--- src/rtl/lc4_rob_if.sv ---
// ============================================================================
//  Module      : lc4_rob_if
//  Description : Bundles the reorder buffer's dispatch, writeback and commit
//                signals. The master side is the pipeline (dispatch and the
//                writeback latch). The slave side is the ROB.
//  Ports       : alloc_* (dispatch request and returned index)
//                wb_*    (writeback latch results)
//                commit_*, flush, flush_pc, count (retirement view)
//  Revision    : 1.0  initial release
// ============================================================================
`default_nettype none

interface lc4_rob_if #(
  parameter int IDX_W  = 2,
  parameter int PREG_W = 4
);
  // dispatch
  logic              alloc_valid;
  logic [15:0]       alloc_pc;
  logic [15:0]       alloc_insn;
  logic              alloc_has_rd;
  logic [PREG_W-1:0] alloc_prd;
  logic [PREG_W-1:0] alloc_old_prd;
  logic              alloc_ready;
  logic [IDX_W-1:0]  alloc_index;
  // writeback
  logic              wb_valid;
  logic [IDX_W-1:0]  wb_index;
  logic [15:0]       wb_result;
  logic              wb_mispredict;
  logic [15:0]       wb_pc_redirect;
  // commit
  logic              commit_valid;
  logic [15:0]       commit_pc;
  logic [15:0]       commit_insn;
  logic              commit_has_rd;
  logic [PREG_W-1:0] commit_prd;
  logic [PREG_W-1:0] commit_old_prd;
  logic [15:0]       commit_result;
  logic              flush;
  logic [15:0]       flush_pc;
  logic [IDX_W:0]    count;

  modport master (
    output alloc_valid, alloc_pc, alloc_insn, alloc_has_rd, alloc_prd, alloc_old_prd,
    output wb_valid, wb_index, wb_result, wb_mispredict, wb_pc_redirect,
    input  alloc_ready, alloc_index,
    input  commit_valid, commit_pc, commit_insn, commit_has_rd, commit_prd,
    input  commit_old_prd, commit_result, flush, flush_pc, count
  );

  modport slave (
    input  alloc_valid, alloc_pc, alloc_insn, alloc_has_rd, alloc_prd, alloc_old_prd,
    input  wb_valid, wb_index, wb_result, wb_mispredict, wb_pc_redirect,
    output alloc_ready, alloc_index,
    output commit_valid, commit_pc, commit_insn, commit_has_rd, commit_prd,
    output commit_old_prd, commit_result, flush, flush_pc, count
  );
endinterface

`default_nettype wire

--- src/rtl/lc4_rob.sv ---
// ============================================================================
//  Module      : lc4_rob
//  Description : In-order reorder buffer for the LC4 out-of-order core.
//                Dispatch allocates at the tail, the writeback latch marks
//                entries done, and the head retires in program order. A
//                committing mispredict retires the head and squashes the
//                rest of the buffer.
//  Ports       : clk   - core clock, rising edge
//                rst_n - asynchronous active-low reset
//                gwe   - global write enable; no state change when low
//                bus   - lc4_rob_if.slave (alloc_*, wb_*, commit_*, flush*, count)
//  Options     : LC4_ROB_BYPASS_EN - lets a full ROB accept a dispatch in the
//                same cycle that its head commits.
//  Revision    : 1.0  initial release
// ============================================================================
`default_nettype none

module lc4_rob #(
  parameter int ENTRIES = 4,
  parameter int IDX_W   = 2,
  parameter int PREG_W  = 4
) (
  input  wire logic   clk,
  input  wire logic   rst_n,
  input  wire logic   gwe,
  lc4_rob_if.slave    bus
);

  localparam logic [IDX_W:0] FULL = (IDX_W+1)'(ENTRIES);

  logic [IDX_W-1:0]  head;
  logic [IDX_W-1:0]  tail;
  logic [IDX_W:0]    cnt;

  logic [ENTRIES-1:0] busy;
  logic [ENTRIES-1:0] done;
  logic [ENTRIES-1:0] misp;
  logic [ENTRIES-1:0] has_rd_q;
  logic [15:0]        pc_q       [ENTRIES];
  logic [15:0]        insn_q     [ENTRIES];
  logic [15:0]        result_q   [ENTRIES];
  logic [15:0]        redirect_q [ENTRIES];
  logic [PREG_W-1:0]  prd_q      [ENTRIES];
  logic [PREG_W-1:0]  old_prd_q  [ENTRIES];

  logic commit_ok;
  logic flush_ok;
  logic alloc_ok;
  logic commit_fire;
  logic flush_fire;
  logic alloc_fire;
  logic wb_fire;

  always_comb begin
    commit_ok   = busy[head] & done[head];
    flush_ok    = commit_ok & misp[head];
`ifdef LC4_ROB_BYPASS_EN
    // The slot freed by this cycle's commit can be handed straight back out.
    alloc_ok    = (cnt < FULL) | (commit_ok & ~flush_ok);
`else
    alloc_ok    = (cnt < FULL);
`endif
    commit_fire = commit_ok & gwe;
    flush_fire  = flush_ok & gwe;
    // A squash drops the same-cycle dispatch; the writeback is moot because
    // every entry is cleared anyway.
    alloc_fire  = bus.alloc_valid & alloc_ok & gwe & ~flush_ok;
    wb_fire     = bus.wb_valid & gwe & busy[bus.wb_index];
  end

  // Pointers and occupancy
  always_ff @(posedge clk or negedge rst_n) begin
    if (!rst_n) begin
      head <= '0;
      tail <= '0;
      cnt  <= '0;
    end else if (flush_fire) begin
      head <= '0;
      tail <= '0;
      cnt  <= '0;
    end else begin
      if (commit_fire) head <= head + 1'b1;
      if (alloc_fire)  tail <= tail + 1'b1;
      case ({alloc_fire, commit_fire})
        2'b10:   cnt <= cnt + 1'b1;
        2'b01:   cnt <= cnt - 1'b1;
        default: cnt <= cnt;
      endcase
    end
  end

  // Entry storage. Later statements win, so an allocation into the slot being
  // retired this cycle (bypass case) leaves it busy with the new insn.
  always_ff @(posedge clk or negedge rst_n) begin
    if (!rst_n) begin
      busy     <= '0;
      done     <= '0;
      misp     <= '0;
      has_rd_q <= '0;
      for (int i = 0; i < ENTRIES; i++) begin
        pc_q[i]       <= '0;
        insn_q[i]     <= '0;
        result_q[i]   <= '0;
        redirect_q[i] <= '0;
        prd_q[i]      <= '0;
        old_prd_q[i]  <= '0;
      end
    end else if (flush_fire) begin
      busy <= '0;
      done <= '0;
      misp <= '0;
    end else begin
      if (commit_fire) busy[head] <= 1'b0;
      if (wb_fire) begin
        done[bus.wb_index]       <= 1'b1;
        misp[bus.wb_index]       <= bus.wb_mispredict;
        result_q[bus.wb_index]   <= bus.wb_result;
        redirect_q[bus.wb_index] <= bus.wb_pc_redirect;
      end
      if (alloc_fire) begin
        busy[tail]      <= 1'b1;
        done[tail]      <= 1'b0;
        misp[tail]      <= 1'b0;
        pc_q[tail]      <= bus.alloc_pc;
        insn_q[tail]    <= bus.alloc_insn;
        has_rd_q[tail]  <= bus.alloc_has_rd;
        prd_q[tail]     <= bus.alloc_prd;
        old_prd_q[tail] <= bus.alloc_old_prd;
      end
    end
  end

  assign bus.alloc_ready    = alloc_ok;
  assign bus.alloc_index    = tail;
  assign bus.commit_valid   = commit_ok;
  assign bus.commit_pc      = pc_q[head];
  assign bus.commit_insn    = insn_q[head];
  assign bus.commit_has_rd  = has_rd_q[head];
  assign bus.commit_prd     = prd_q[head];
  assign bus.commit_old_prd = old_prd_q[head];
  assign bus.commit_result  = result_q[head];
  assign bus.flush          = flush_ok;
  assign bus.flush_pc       = flush_ok ? redirect_q[head] : 16'h0000;
  assign bus.count          = cnt;

endmodule

`default_nettype wire

--- src/flat_wrapper.sv ---
// flat-port wrapper written by rule: the top's interface ports become plain ports
module lc4_rob_flat 
#(
  parameter int ENTRIES = 4,
  parameter int IDX_W   = 2,
  parameter int PREG_W  = 4
)
  (clk, rst_n, gwe, bus_alloc_valid, bus_alloc_pc, bus_alloc_insn, bus_alloc_has_rd, bus_alloc_prd, bus_alloc_old_prd, bus_wb_valid, bus_wb_index, bus_wb_result, bus_wb_mispredict, bus_wb_pc_redirect, bus_alloc_ready, bus_alloc_index, bus_commit_valid, bus_commit_pc, bus_commit_insn, bus_commit_has_rd, bus_commit_prd, bus_commit_old_prd, bus_commit_result, bus_flush, bus_flush_pc, bus_count);
  lc4_rob_if #(.IDX_W(IDX_W), .PREG_W(PREG_W)) bus_i ();
  input  wire logic clk;
  input  wire logic rst_n;
  input  wire logic gwe;
  input wire logic [$bits(bus_i.alloc_valid)-1:0] bus_alloc_valid;
  input wire logic [$bits(bus_i.alloc_pc)-1:0] bus_alloc_pc;
  input wire logic [$bits(bus_i.alloc_insn)-1:0] bus_alloc_insn;
  input wire logic [$bits(bus_i.alloc_has_rd)-1:0] bus_alloc_has_rd;
  input wire logic [$bits(bus_i.alloc_prd)-1:0] bus_alloc_prd;
  input wire logic [$bits(bus_i.alloc_old_prd)-1:0] bus_alloc_old_prd;
  input wire logic [$bits(bus_i.wb_valid)-1:0] bus_wb_valid;
  input wire logic [$bits(bus_i.wb_index)-1:0] bus_wb_index;
  input wire logic [$bits(bus_i.wb_result)-1:0] bus_wb_result;
  input wire logic [$bits(bus_i.wb_mispredict)-1:0] bus_wb_mispredict;
  input wire logic [$bits(bus_i.wb_pc_redirect)-1:0] bus_wb_pc_redirect;
  output wire logic [$bits(bus_i.alloc_ready)-1:0] bus_alloc_ready;
  output wire logic [$bits(bus_i.alloc_index)-1:0] bus_alloc_index;
  output wire logic [$bits(bus_i.commit_valid)-1:0] bus_commit_valid;
  output wire logic [$bits(bus_i.commit_pc)-1:0] bus_commit_pc;
  output wire logic [$bits(bus_i.commit_insn)-1:0] bus_commit_insn;
  output wire logic [$bits(bus_i.commit_has_rd)-1:0] bus_commit_has_rd;
  output wire logic [$bits(bus_i.commit_prd)-1:0] bus_commit_prd;
  output wire logic [$bits(bus_i.commit_old_prd)-1:0] bus_commit_old_prd;
  output wire logic [$bits(bus_i.commit_result)-1:0] bus_commit_result;
  output wire logic [$bits(bus_i.flush)-1:0] bus_flush;
  output wire logic [$bits(bus_i.flush_pc)-1:0] bus_flush_pc;
  output wire logic [$bits(bus_i.count)-1:0] bus_count;
  assign bus_i.alloc_valid = bus_alloc_valid;
  assign bus_i.alloc_pc = bus_alloc_pc;
  assign bus_i.alloc_insn = bus_alloc_insn;
  assign bus_i.alloc_has_rd = bus_alloc_has_rd;
  assign bus_i.alloc_prd = bus_alloc_prd;
  assign bus_i.alloc_old_prd = bus_alloc_old_prd;
  assign bus_i.wb_valid = bus_wb_valid;
  assign bus_i.wb_index = bus_wb_index;
  assign bus_i.wb_result = bus_wb_result;
  assign bus_i.wb_mispredict = bus_wb_mispredict;
  assign bus_i.wb_pc_redirect = bus_wb_pc_redirect;
  assign bus_alloc_ready = bus_i.alloc_ready;
  assign bus_alloc_index = bus_i.alloc_index;
  assign bus_commit_valid = bus_i.commit_valid;
  assign bus_commit_pc = bus_i.commit_pc;
  assign bus_commit_insn = bus_i.commit_insn;
  assign bus_commit_has_rd = bus_i.commit_has_rd;
  assign bus_commit_prd = bus_i.commit_prd;
  assign bus_commit_old_prd = bus_i.commit_old_prd;
  assign bus_commit_result = bus_i.commit_result;
  assign bus_flush = bus_i.flush;
  assign bus_flush_pc = bus_i.flush_pc;
  assign bus_count = bus_i.count;
  lc4_rob #(.ENTRIES(ENTRIES), .IDX_W(IDX_W), .PREG_W(PREG_W)) u_core (.clk(clk), .rst_n(rst_n), .gwe(gwe), .bus(bus_i));
endmodule
--- config.mk ---
export PLATFORM = sky130hd
export DESIGN_NAME = lc4_rob_flat
export DESIGN_NICKNAME = d
export VERILOG_FILES = /design/src/rtl/lc4_rob_if.sv /design/src/rtl/lc4_rob.sv /design/src/flat_wrapper.sv
export SDC_FILE = /design/constraint.sdc
export NUM_CORES = 1
export LEC_CHECK = 0
export CELL_PAD_IN_SITES_DETAIL_PLACEMENT = 1
export CELL_PAD_IN_SITES_GLOBAL_PLACEMENT = 2
export CORE_MARGIN = 5
export CORE_UTILIZATION = 40
export DETAILED_ROUTE_END_ITERATION = 10
export PLACE_DENSITY_LB_ADDON = 0.1
export SLEW_MARGIN = 10
export SYNTH_ARGS = -nofsm -noshare
export SYNTH_HDL_FRONTEND = slang
export SYNTH_SLANG_ARGS = --single-unit
--- constraint.sdc ---
create_clock -name clk -period 2.6 [get_ports clk]
set_input_delay 0.52 -clock clk [delete_from_list [all_inputs] [get_ports clk]]
set_output_delay 0.52 -clock clk [all_outputs]
set_load 0.1 [all_outputs]
==> impl_metrics.ini, run 1 <==
[run_status]
violations = negative setup slack
status = complete, but fails checks

[detailed_routing]
vias = 8396
routed_wl_um = 39600
detail_route.vias_per_cell = 5.27
route.detailed.drc = 0
antenna_left = 0
drt_iter0_drc = 313
drt_pass1_iterations = 4
detail_route.wl_per_cell_um = 24.8

[synth]
syn_avg_cell_area_um2 = 16.8
ys_top_cells_by_area = dfrtp_1, mux2_2, mux4_2
synth_fp_nets = 935
ys.warnings.count = 0
synthArstFlopShare_pct = 100
synth_edf_count = 0
ys_seq_elements = 311
synthesis.area_um2 = 14100
yosysTopAreaCell = dfrtp_1
yosys.area.top_type_share_pct = 55.0
synth_flop_cell = dfrtp_1
yosysUniqueCellTypes = 35
ys_seq_area_share_pct = 55.0
synth_most_common_cell = dfrtp_1
synth_commonest_cells = dfrtp_1, mux2_2, mux4_2
synthCells = 844

[clock_network]
clock-root-buffer = clkbuf_16
cts.sinks = 311
cts_buffer_depth = 3
cts_max_level = 2
cts_tree = yes
clk_latency_ns = 0.52
cts_buffers = 37
clk_pin_slew_ns = 0.06

[timing]
hold_viol = 0
fin_ws_ns = -0.227
clock.fmax_mhz = 354
worstMarginPinSlew_ns = 0.452
final-setup-viol-count = 339
post-route-min-period_ns = 2.83
rsz0062_at_grt = true
clock-skew-final_ns = 0.0300
finalMaxSlewViolations = 0
slew_headroom_pct = 69.9
fin_crit_sh_pct = 109

[setup_path]
startpoint_type = register
cp-end-kind = output pin
rrSetupSlack_ns = -0.18
arrival_ns = 2.31
critical_path_required_ns = 2.08
crit_path_max_fanout = 11
crit_type = register to output pin

[final_layout]
fin_area_um2 = 20000
syn_to_final_growth_pct = 41.8
nets = 1208
antennaDiodeCount = 0
fillers = 3118
drive_above_1_share_pct = 55.9

[placed_design]
gp_congestion = 0.730
placed_cell_area_um2 = 17300
io_buffers = 161
hpwlAfterDp_um = 21500

[floorplan]
initial_core_util_pct = 40.7
fp.dieW_um = 198
num_io_pins = 162
core_um2 = 34700
die-area_um2 = 39200
dieHeight_um = 198
row_count = 68

[global_routing]
grt_pass1_wl_um = 56400
antenna_found_initial = 0
grt_pass1_vias = 9299
grt_start_max_net_pins = 67
gr-total-overflow = 0
grt_use_total_pct = 18.4

[job]
cap_violations = 0

[worst_hold_path]
min_path_type = register to register
-- per-layer routing --
metal,up-vias,GRT usage (%),wire length (µm)
li1,3690,-,-
met1,4522,25.0,17000
met2,144,31.0,20300
met3,40,3.88,1660
met4,0,3.29,573
met5,-,0,0
-- cell type report --
type,instances,area (µm²),area share [%]
Timing Repair Buffer,286,4360,21.8
Multi-Input combinational cell,466,6040,30.1
Inverter,14,67.6,0.337
Sequential cell,311,7790,38.9
Clock buffer,48,1010,5.02
Clock inverter,12,199,0.992
Timing Repair inverter,1,8.76,0.0437
Tap cell,455,569,2.84
-- flip-flops by register name, indices dropped and copies added (netlist names) --
register                cells
u_core.done                 4
u_core.head                 2
u_core.insn_q              64
u_core.result_q            64
u_core.bus.alloc_index      2
u_core.old_prd_q           16
u_core.prd_q               16
u_core.bus.count            3
u_core.redirect_q          64
u_core.misp                 4
u_core.busy                 4
u_core.has_rd_q             4
u_core.pc_q                64
-- per-stage QoR --
step	instances	setup slack (ns)	hold WS [ns]	TNS [ns]	utilization [%]
5_1_grt	1593	-0.272	0.494	-45.88	57.8
4_1_cts	1549	-0.232	0.482	-9.70	55.1
3_5_place_dp	1453	0.0644	0.430	0	49.8
6_report	1593	-0.227	0.478	-20.61	57.8
3_3_place_gp	1453	0.0126	0.439	0	49.8
2_1_floorplan	844	0.0251	0.224	0	-
-- what timing repair did --
item	in CTS	in global routing
endpoints found under the setup margin	75	346
gates resized for setup	38	51
hold buffers	1	0
buffers inserted	22	19
cloned	13	28
endpoints found under the hold margin	29	0
pin swaps	8	12
-- kinds of logic (layout without fill, tap and decap cells) --
logic type	after synthesis	after routing	share of synthesized area, %
multiplexers	376	377	37.1
AND/OR/NAND/NOR	55	55	1.92
flip-flops	311	311	55.0
XOR/XNOR	3	3	0.186
adder cells (fa/ha/maj)	10	10	0.938
buffers and inverters	68	361	3.34
AO/OA/AOI/OAI	21	21	1.52
-- path summary, 6_finish.rpt --
check                      cells after the start       startpoint                     to
hold / removal                                 1  u_core.pc_q[28]        u_core.pc_q[28]
max in group asynchronous                      4            rst_n    u_core.result_q[47]
setup reg to reg                              11   u_core.head[0]        u_core.pc_q[47]
min in group asynchronous                      2            rst_n  u_core.redirect_q[53]
setup / recovery                               5   u_core.head[1]       bus_flush_pc[11]
hold reg to reg                                1  u_core.pc_q[28]        u_core.pc_q[28]
-- worst max-delay path, cell delays in order (launching register included) --
cell and delay [ns]:
dfrtp_4 0.53, inv_4 0.08, mux4_2 0.64, clkinv_8 0.13, and3_4 0.23, buf_12 0.17
-- cells in the final DEF (no fill, tap or decap), types with 3 or more instances in the layout --
cell type        instances
buf_6                   15
mux2_1                  29
a31oi_1                  4
and3_2                   3
o22a_1                   4
inv_1                    9
buf_4                   44
a21oi_4                  4
buf_12                 104
buf_8                   12
clkbuf_8                 4
ha_1                     8
mux4_2                  74
clkbuf_16               58
and3_4                  13
mux2_2                 208
nor2_1                  10
dfrtp_1                309
mux2i_1                  6
inv_2                    3
clkbuf_1                 7
a21boi_4                 4
nor3_1                  11
nand2_1                 13
mux2_4                  60
bufinv_16                5
clkdlybuf4s50_1         79
clkinv_2                 4
buf_16                  10
Power of run 1 is left out: the tool's default activity adds up to more than one toggle a clock period on the data nets, which glitch-free logic cannot reach.
==> run 2, diff against run 1 <==
--- a/config.mk
+++ b/config.mk
@@ -7,7 +7,6 @@
 export LEC_CHECK = 0
 export CELL_PAD_IN_SITES_DETAIL_PLACEMENT = 1
 export CELL_PAD_IN_SITES_GLOBAL_PLACEMENT = 2
-export CORE_MARGIN = 5
 export CORE_UTILIZATION = 40
 export DETAILED_ROUTE_END_ITERATION = 10
 export PLACE_DENSITY_LB_ADDON = 0.1
@@ -15,3 +14,4 @@
 export SYNTH_ARGS = -nofsm -noshare
 export SYNTH_HDL_FRONTEND = slang
 export SYNTH_SLANG_ARGS = --single-unit
+export TNS_END_PERCENT = 30
==> constraint.sdc (replaced) <==
create_clock -name clk -period 2.7 [get_ports clk]
set_input_delay 0.54 -clock clk [delete_from_list [all_inputs] [get_ports clk]]
set_output_delay 0.54 -clock clk [all_outputs]
set_load 0.1 [all_outputs]
==> impl_metrics.ini, run 2 (same netlist as run 1, synthesis figures left out) <==
[detailed_routing]
routed_wl_um = 34100
detail_route.wl_per_cell_um = 22.2
drt_pass1_iterations = 4
detail_route.vias_per_cell = 5.27
vias = 8099
drt_iter0_drc = 300
route.detailed.drc = 0
antenna_left = 0

[placed_design]
placed_cell_area_um2 = 17300
io_buffers = 161
gp_congestion = 0.696
hpwlAfterDp_um = 20600

[timing]
setup_tns_ns = -1.79
slew_headroom_pct = 65.5
clock.fmax_mhz = 355
worstMarginPinSlew_ns = 0.517
final-setup-viol-count = 25
fin_crit_sh_pct = 104
fin_ws_ns = -0.118
rsz0062_at_grt = true
finalMaxSlewViolations = 0
hold_viol = 0
post-route-min-period_ns = 2.82
clock-skew-final_ns = 0.0199

[clock_network]
clock-root-buffer = clkbuf_16
cts_buffers = 38
cts_tree = yes
cts_buffer_depth = 3
clk_latency_ns = 0.53
clk_pin_slew_ns = 0.06
cts.sinks = 311
cts_max_level = 2

[final_layout]
post-route-util_pct = 54.8
nets = 1144
seq_area_um2 = 7790
multiInputGateArea_um2 = 5980
fillers = 3119
final_common_cell = dfrtp_1
syn_to_final_growth_pct = 34.1
antennaDiodeCount = 0
fin_area_um2 = 19000
drive_above_1_share_pct = 52.6
layout_common_cells = dfrtp_1, mux2_2, buf_12

[floorplan]
row_count = 68
num_io_pins = 162
core_um2 = 34600
die-area_um2 = 36100
fp.dieW_um = 190
dieHeight_um = 190
initial_core_util_pct = 40.8

[setup_path]
startpoint_type = register
arrival_ns = 2.28
rrSetupSlack_ns = 0.08
max_stage_delay_ns = 0.62
worstReg2RegStart = u_core.head[1]
critical_path_required_ns = 2.16
cp-startpoint = u_core.head[1]
crit_type = register to output pin
cp-end-kind = output pin
crit_path_max_fanout = 8
cp_slowest_cell = mux4_2
crit_chain = inv_4 > mux4_2 > clkinv_4 > and3_4 > buf_12

[global_routing]
grt_use_total_pct = 20.0
grt_pass1_vias = 9217
gr-total-overflow = 0
antenna_found_initial = 1
grt_pass1_wl_um = 55700
grt_start_max_net_pins = 74

[worst_hold_path]
min_path_type = register to register
worstHoldStart = u_core.insn_q[28]

[run_status]
status = complete, but fails checks
violations = negative setup slack

[job]
cap_violations = 0
==> run 2: final timing paths <==
path                                         to  depth (start not counted)
setup reg to reg                u_core.prd_q[1]                          7
max in group asynchronous       u_core.pc_q[39]                          4
hold / removal                u_core.insn_q[28]                          1
min in group asynchronous  u_core.redirect_q[3]                          2
setup / recovery               bus_flush_pc[13]                          5
hold reg to reg               u_core.insn_q[28]                          1
==> run 2: critical path, delay by kind of cell, from the launching register on <==
kind	cells	cell delay, ns
mux	1	0.62
flops	1	0.52
simple gates	1	0.22
buf+inv	3	0.39
==> run 2: final cells by class <==
class	count	share of cell area (%)
clock buffers	58	6.22
inverters	14	0.356
multi-input cells	465	31.5
clock inverters	11	0.719
repair inverters	1	0.0462
repair buffers	222	17.0
well taps	455	3.00
flip-flops and latches	311	41.1
==> run 2: metrics by stage <==
step | setup slack [ns] | hold slack (ns) | instances
after floorplan | -0.0599 | 0.244 | 844
after global placement | 0.0996 | 0.463 | 1451
after detailed placement | 0.0668 | 0.471 | 1451
after CTS | -0.147 | 0.485 | 1537
after global routing | -0.181 | 0.494 | 1537
final | -0.118 | 0.481 | 1537
==> run 2: repair_timing <==
item                                   in CTS  in global routing
resized for setup                          23                  3
setup buffers                              11                  0
hold buffers                                1                  0
endpoints found under the hold margin      36                  0
setup endpoints to repair                  74                 53
pin swaps                                   3                  4
gates cloned                                5                  0
==> run 2: metal layers <==
| metal | part of all wire, % | routed length (µm) | up-vias | track usage [%] |
|---|---|---|---|---|
| li1 | - | - | 3556 | - |
| met2 | 50 | 17100 | 152 | 33.8 |
| met3 | 4.9 | 1680 | 45 | 4.15 |
| met5 | 0.038 | 13 | - | 0 |
| met4 | 1.7 | 583 | 2 | 4.34 |
| met1 | 43 | 14700 | 4344 | 26.6 |
Power of run 2 is left out for the same reason.
==> run 3, diff against run 2 <==
--- a/config.mk
+++ b/config.mk
@@ -10,6 +10,7 @@
 export CORE_UTILIZATION = 40
 export DETAILED_ROUTE_END_ITERATION = 10
 export PLACE_DENSITY_LB_ADDON = 0.1
+export SKIP_CTS_REPAIR_TIMING = 1
 export SLEW_MARGIN = 10
 export SYNTH_ARGS = -nofsm -noshare
 export SYNTH_HDL_FRONTEND = slang
==> impl_metrics.ini, run 3 (same netlist as run 1, synthesis figures left out) <==
[run_status]
status = complete, but fails checks
violations = negative setup slack

[detailed_routing]
antenna_left = 0
routed_wl_um = 34300
vias = 8057
drt_pass1_iterations = 4
drt_iter0_drc = 287
detail_route.wl_per_cell_um = 22.2
detail_route.vias_per_cell = 5.22
route.detailed.drc = 0

[final_layout]
post-route-util_pct = 54.7
final_cells = 1543
drive_above_1_share_pct = 52.5
final_common_cell = dfrtp_1
nets = 1149
layout_common_cells = dfrtp_1, mux2_2, buf_12
syn_to_final_growth_pct = 34.1

[setup_path]
critical_path_required_ns = 2.16
crit_type = register to output pin
crit_path_max_fanout = 6
crit_chain = inv_4 > mux4_2 > buf_12 > inv_8 > and3_4 > buf_12
r2r_end = u_core.bus.count[1]
worstReg2RegStart = u_core.head[1]
cp-startpoint = u_core.head[1]
max_stage_delay_ns = 0.52
startpoint_type = register
rrSetupSlack_ns = 0.13
r2r_cells = 9
critical_path_depth = 6
cp_slowest_cell = dfrtp_4
crit_top_cell = buf_12
cp_num_buf_inv = 4
arrival_ns = 2.28
cp-end-kind = output pin
crit_family = flip-flops

[clock_network]
cts.sinks = 311
cts_buffer_depth = 3
cts_tree = yes
cts_buffers = 38
cts_max_level = 2
clock-root-buffer = clkbuf_16
clk_pin_slew_ns = 0.06
clk_latency_ns = 0.52

[timing]
worstMarginPinSlew_ns = 0.516
hold_viol = 0
rsz0062_at_grt = true
clock.fmax_mhz = 355
finalMaxSlewViolations = 0
setup_tns_ns = -1.99
post-route-min-period_ns = 2.82
fin_crit_sh_pct = 104
final-setup-viol-count = 39
fin_ws_ns = -0.115
clock-skew-final_ns = 0.0191
slew_headroom_pct = 65.6
hold_slack_ns = 0.482

[floorplan]
fp.dieW_um = 190
core_um2 = 34600
row_count = 68
dieHeight_um = 190
initial_core_util_pct = 40.8
num_io_pins = 162
die-area_um2 = 36100

[global_routing]
grt_use_total_pct = 19.2
grt_pass1_wl_um = 53900
gr-total-overflow = 0
grt_start_max_net_pins = 74
antenna_found_initial = 2
grt_pass1_vias = 9082

[worst_hold_path]
worstHoldStart = u_core.insn_q[25]
min_path_type = register to register
hold_end = u_core.insn_q[25]
min_path_cells = 1

[placed_design]
hpwlAfterDp_um = 20600
dpl.cell_count = 1451
gp_congestion = 0.696
io_buffers = 161

[job]
cap_violations = 0
## run 3: cell types whose count changed in the layout (fill, tap and decap cells not counted), moves of 2 or more
cell       before  now
buf_16          6    2
buf_4          35   39
buf_6           1    3
clkbuf_16      41   44
## run 3: stage by stage
step / setup WS, ns / area [µm²]
2_1_floorplan: -0.0599 / 14200
3_3_place_gp: 0.0996 / 17300
3_5_place_dp: 0.0668 / 17300
4_1_cts: -0.377 / 18600
5_1_grt: -0.174 / 19000
6_report: -0.115 / 19000
## run 3: routing by layer
layer,part of all wire (%),track usage (%)
met1,43,25.6
met2,50,31.9
met3,4.8,4.26
met4,1.8,4.50
met5,0.038,0
## run 3: area by class of cell
class | instances | area [µm²]
clock buffers | 58 | 1180
fillers | 3119 | 15700
inverters | 14 | 67.6
flip-flops and latches | 311 | 7790
well taps | 455 | 569
repair buffers | 225 | 3210
repair inverters | 3 | 32.5
multi-input cells | 465 | 5970
diodes | 1 | 2.50
clock inverters | 11 | 136
## run 3: worst max path at each step
stage | slack (ns) | end
floorplan | -0.06 | bus_flush_pc[0]
global placement | 0.1 | u_core.bus.count[2]
detailed placement | 0.07 | u_core.bus.count[2]
CTS | -0.38 | bus_flush_pc[4]
global route | -0.17 | bus_flush_pc[14]
finish | -0.12 | bus_flush_pc[6]
Power of run 3 is left out for the same reason.
==> patch, RTL diff (config.mk and constraints of run 3) <==
`PREG_W` is set to 4 in 3 places; all go to 6.
--- a/src/rtl/lc4_rob_if.sv
+++ b/src/rtl/lc4_rob_if.sv
@@ -12,7 +12,7 @@
 
 interface lc4_rob_if #(
   parameter int IDX_W  = 2,
-  parameter int PREG_W = 4
+  parameter int PREG_W = 6
 );
   // dispatch
   logic              alloc_valid;
--- a/src/rtl/lc4_rob.sv
+++ b/src/rtl/lc4_rob.sv
@@ -18,7 +18,7 @@
 module lc4_rob #(
   parameter int ENTRIES = 4,
   parameter int IDX_W   = 2,
-  parameter int PREG_W  = 4
+  parameter int PREG_W  = 6
 ) (
   input  wire logic   clk,
   input  wire logic   rst_n,
--- a/src/flat_wrapper.sv
+++ b/src/flat_wrapper.sv
@@ -3,7 +3,7 @@
 #(
   parameter int ENTRIES = 4,
   parameter int IDX_W   = 2,
-  parameter int PREG_W  = 4
+  parameter int PREG_W  = 6
 )
   (clk, rst_n, gwe, bus_alloc_valid, bus_alloc_pc, bus_alloc_insn, bus_alloc_has_rd, bus_alloc_prd, bus_alloc_old_prd, bus_wb_valid, bus_wb_index, bus_wb_result, bus_wb_mispredict, bus_wb_pc_redirect, bus_alloc_ready, bus_alloc_index, bus_commit_valid, bus_commit_pc, bus_commit_insn, bus_commit_has_rd, bus_commit_prd, bus_commit_old_prd, bus_commit_result, bus_flush, bus_flush_pc, bus_count);
   lc4_rob_if #(.IDX_W(IDX_W), .PREG_W(PREG_W)) bus_i ();
Interface: changed (resized bus_alloc_old_prd, bus_alloc_prd, bus_commit_old_prd and bus_commit_prd); port bits go from 162 to 170. The function was not compared with the original's and may differ.
==> patch against run 3 <==
- routed wire length rose by 5.7%
- area after synthesis grew 7.6%
- hold slack improved by 0.00088 ns
- highest routed layer is now met4
- sequential cell count grew 16
- setup slack got worse by 0.017 ns
- final area grew 6.9%
- the flow still finishes with violations (setup timing)
- first-iteration DRC count is 3.8% higher
Power is not shown: default switching activity piles up to over one toggle a cycle in this logic, so the estimate is an artifact.
==> patch: results (changes against run 3) <==
The post-placement cell area is 18600 um2 (was 17300 um2). Result of the run: complete, but fails checks (unchanged). The master of the slowest instance on the critical path is sky130_fd_sc_hd__mux4_2 (was sky130_fd_sc_hd__dfrtp_4). The met1 layer wirelength in the final routing came out at 15.9 mm (was 14.9 mm). The synthesized-area fraction occupied by ao, oa, aoi and oai cells is 1.21% (was 1.52%).

The endpoint of the most critical setup path was bus_flush_pc[7] (was bus_flush_pc[6]). The detailed route wirelength on metal2 is 18.0 mm (was 17.1 mm). The highest fanout seen on the critical path came out at 5 (was 6). The number of nets in the synthesized netlist came to 981 (was 935). The total placed cells including tap cells is 1561 (was 1451).

The number of global-route vias before repair is 9598 (was 9082). The cell family contributing the most delay on the critical path is multiplexers (was flip-flops). The aggregate global-route resource usage is 19.3% (was 19.2%). The final setup slack of the worst path is -0.132 ns (was -0.115 ns).

The met3 track demand over resource in global routing is 4.76% (was 4.26%). The violation count after the first detailed-routing iteration came out at 298 (was 287). The multiplexer share of the synthesized area is 37.9% (was 37.1%). The total CTS buffers came to 39 (was 38). The met3 wire length came out at 1.77 mm (was 1.64 mm). The actual slew at the worst max-slew pin is 0.486 ns (was 0.516 ns). The via total after detailed routing is 8418 (was 8057).

The worst reg-to-reg setup slack came out at 0.15 ns (was 0.13 ns). The setup slack at placement came out at 0.0247 ns (was 0.0668 ns). The count of endpoints failing setup in the final report is 64 (was 39). The global placement routability congestion is 0.776 (was 0.696). The uppermost layer routed is met4 (was met5).

The xor and xnor fraction of the mapped netlist area came out at 0.173% (was 0.186%). Violated checks: setup timing (unchanged). The quantity of I/O buffers inserted on ports is 169 (was 161).

The pin count of the biggest net entering global routing came out at 60 (was 74). The number of distinct library cells after synthesis came to 38 (was 35). The largest stage delay on the critical path came out at 0.54 ns (was 0.52 ns). The final wirelength came to 36.2 mm (was 34.3 mm). The cell count of the worst reg-to-reg path came to 10 (was 9).
patch: cell count changes after synthesis, moves of 5 or more:
cell,delta
sky130_fd_sc_hd__inv_1,-5
sky130_fd_sc_hd__mux2_1,+7
sky130_fd_sc_hd__mux2_2,-67
sky130_fd_sc_hd__mux2_4,+72
sky130_fd_sc_hd__buf_2,+6
sky130_fd_sc_hd__dfrtp_1,+16
sky130_fd_sc_hd__mux4_2,+5
patch: layout make-up:
class,instances,area [um2],area share [%]
Antenna cell,1,2.50,0.0123
Clock buffer,56,1150,5.69
Clock inverter,10,77.6,0.383
Inverter,9,41.3,0.204
Multi-Input combinational cell,492,6670,32.9
Sequential cell,327,8190,40.4
Tap cell,511,639,3.15
Timing Repair Buffer,240,3500,17.2
patch: metrics by stage:
stage | setup TNS [ns] | util, %
after detailed placement | 0 | 49.6
after floorplan | -0.701 | -
final | -2.65 | 53.9
after CTS | -14.70 | 52.9
after global routing | -7.58 | 53.9
after global placement | 0 | 49.6
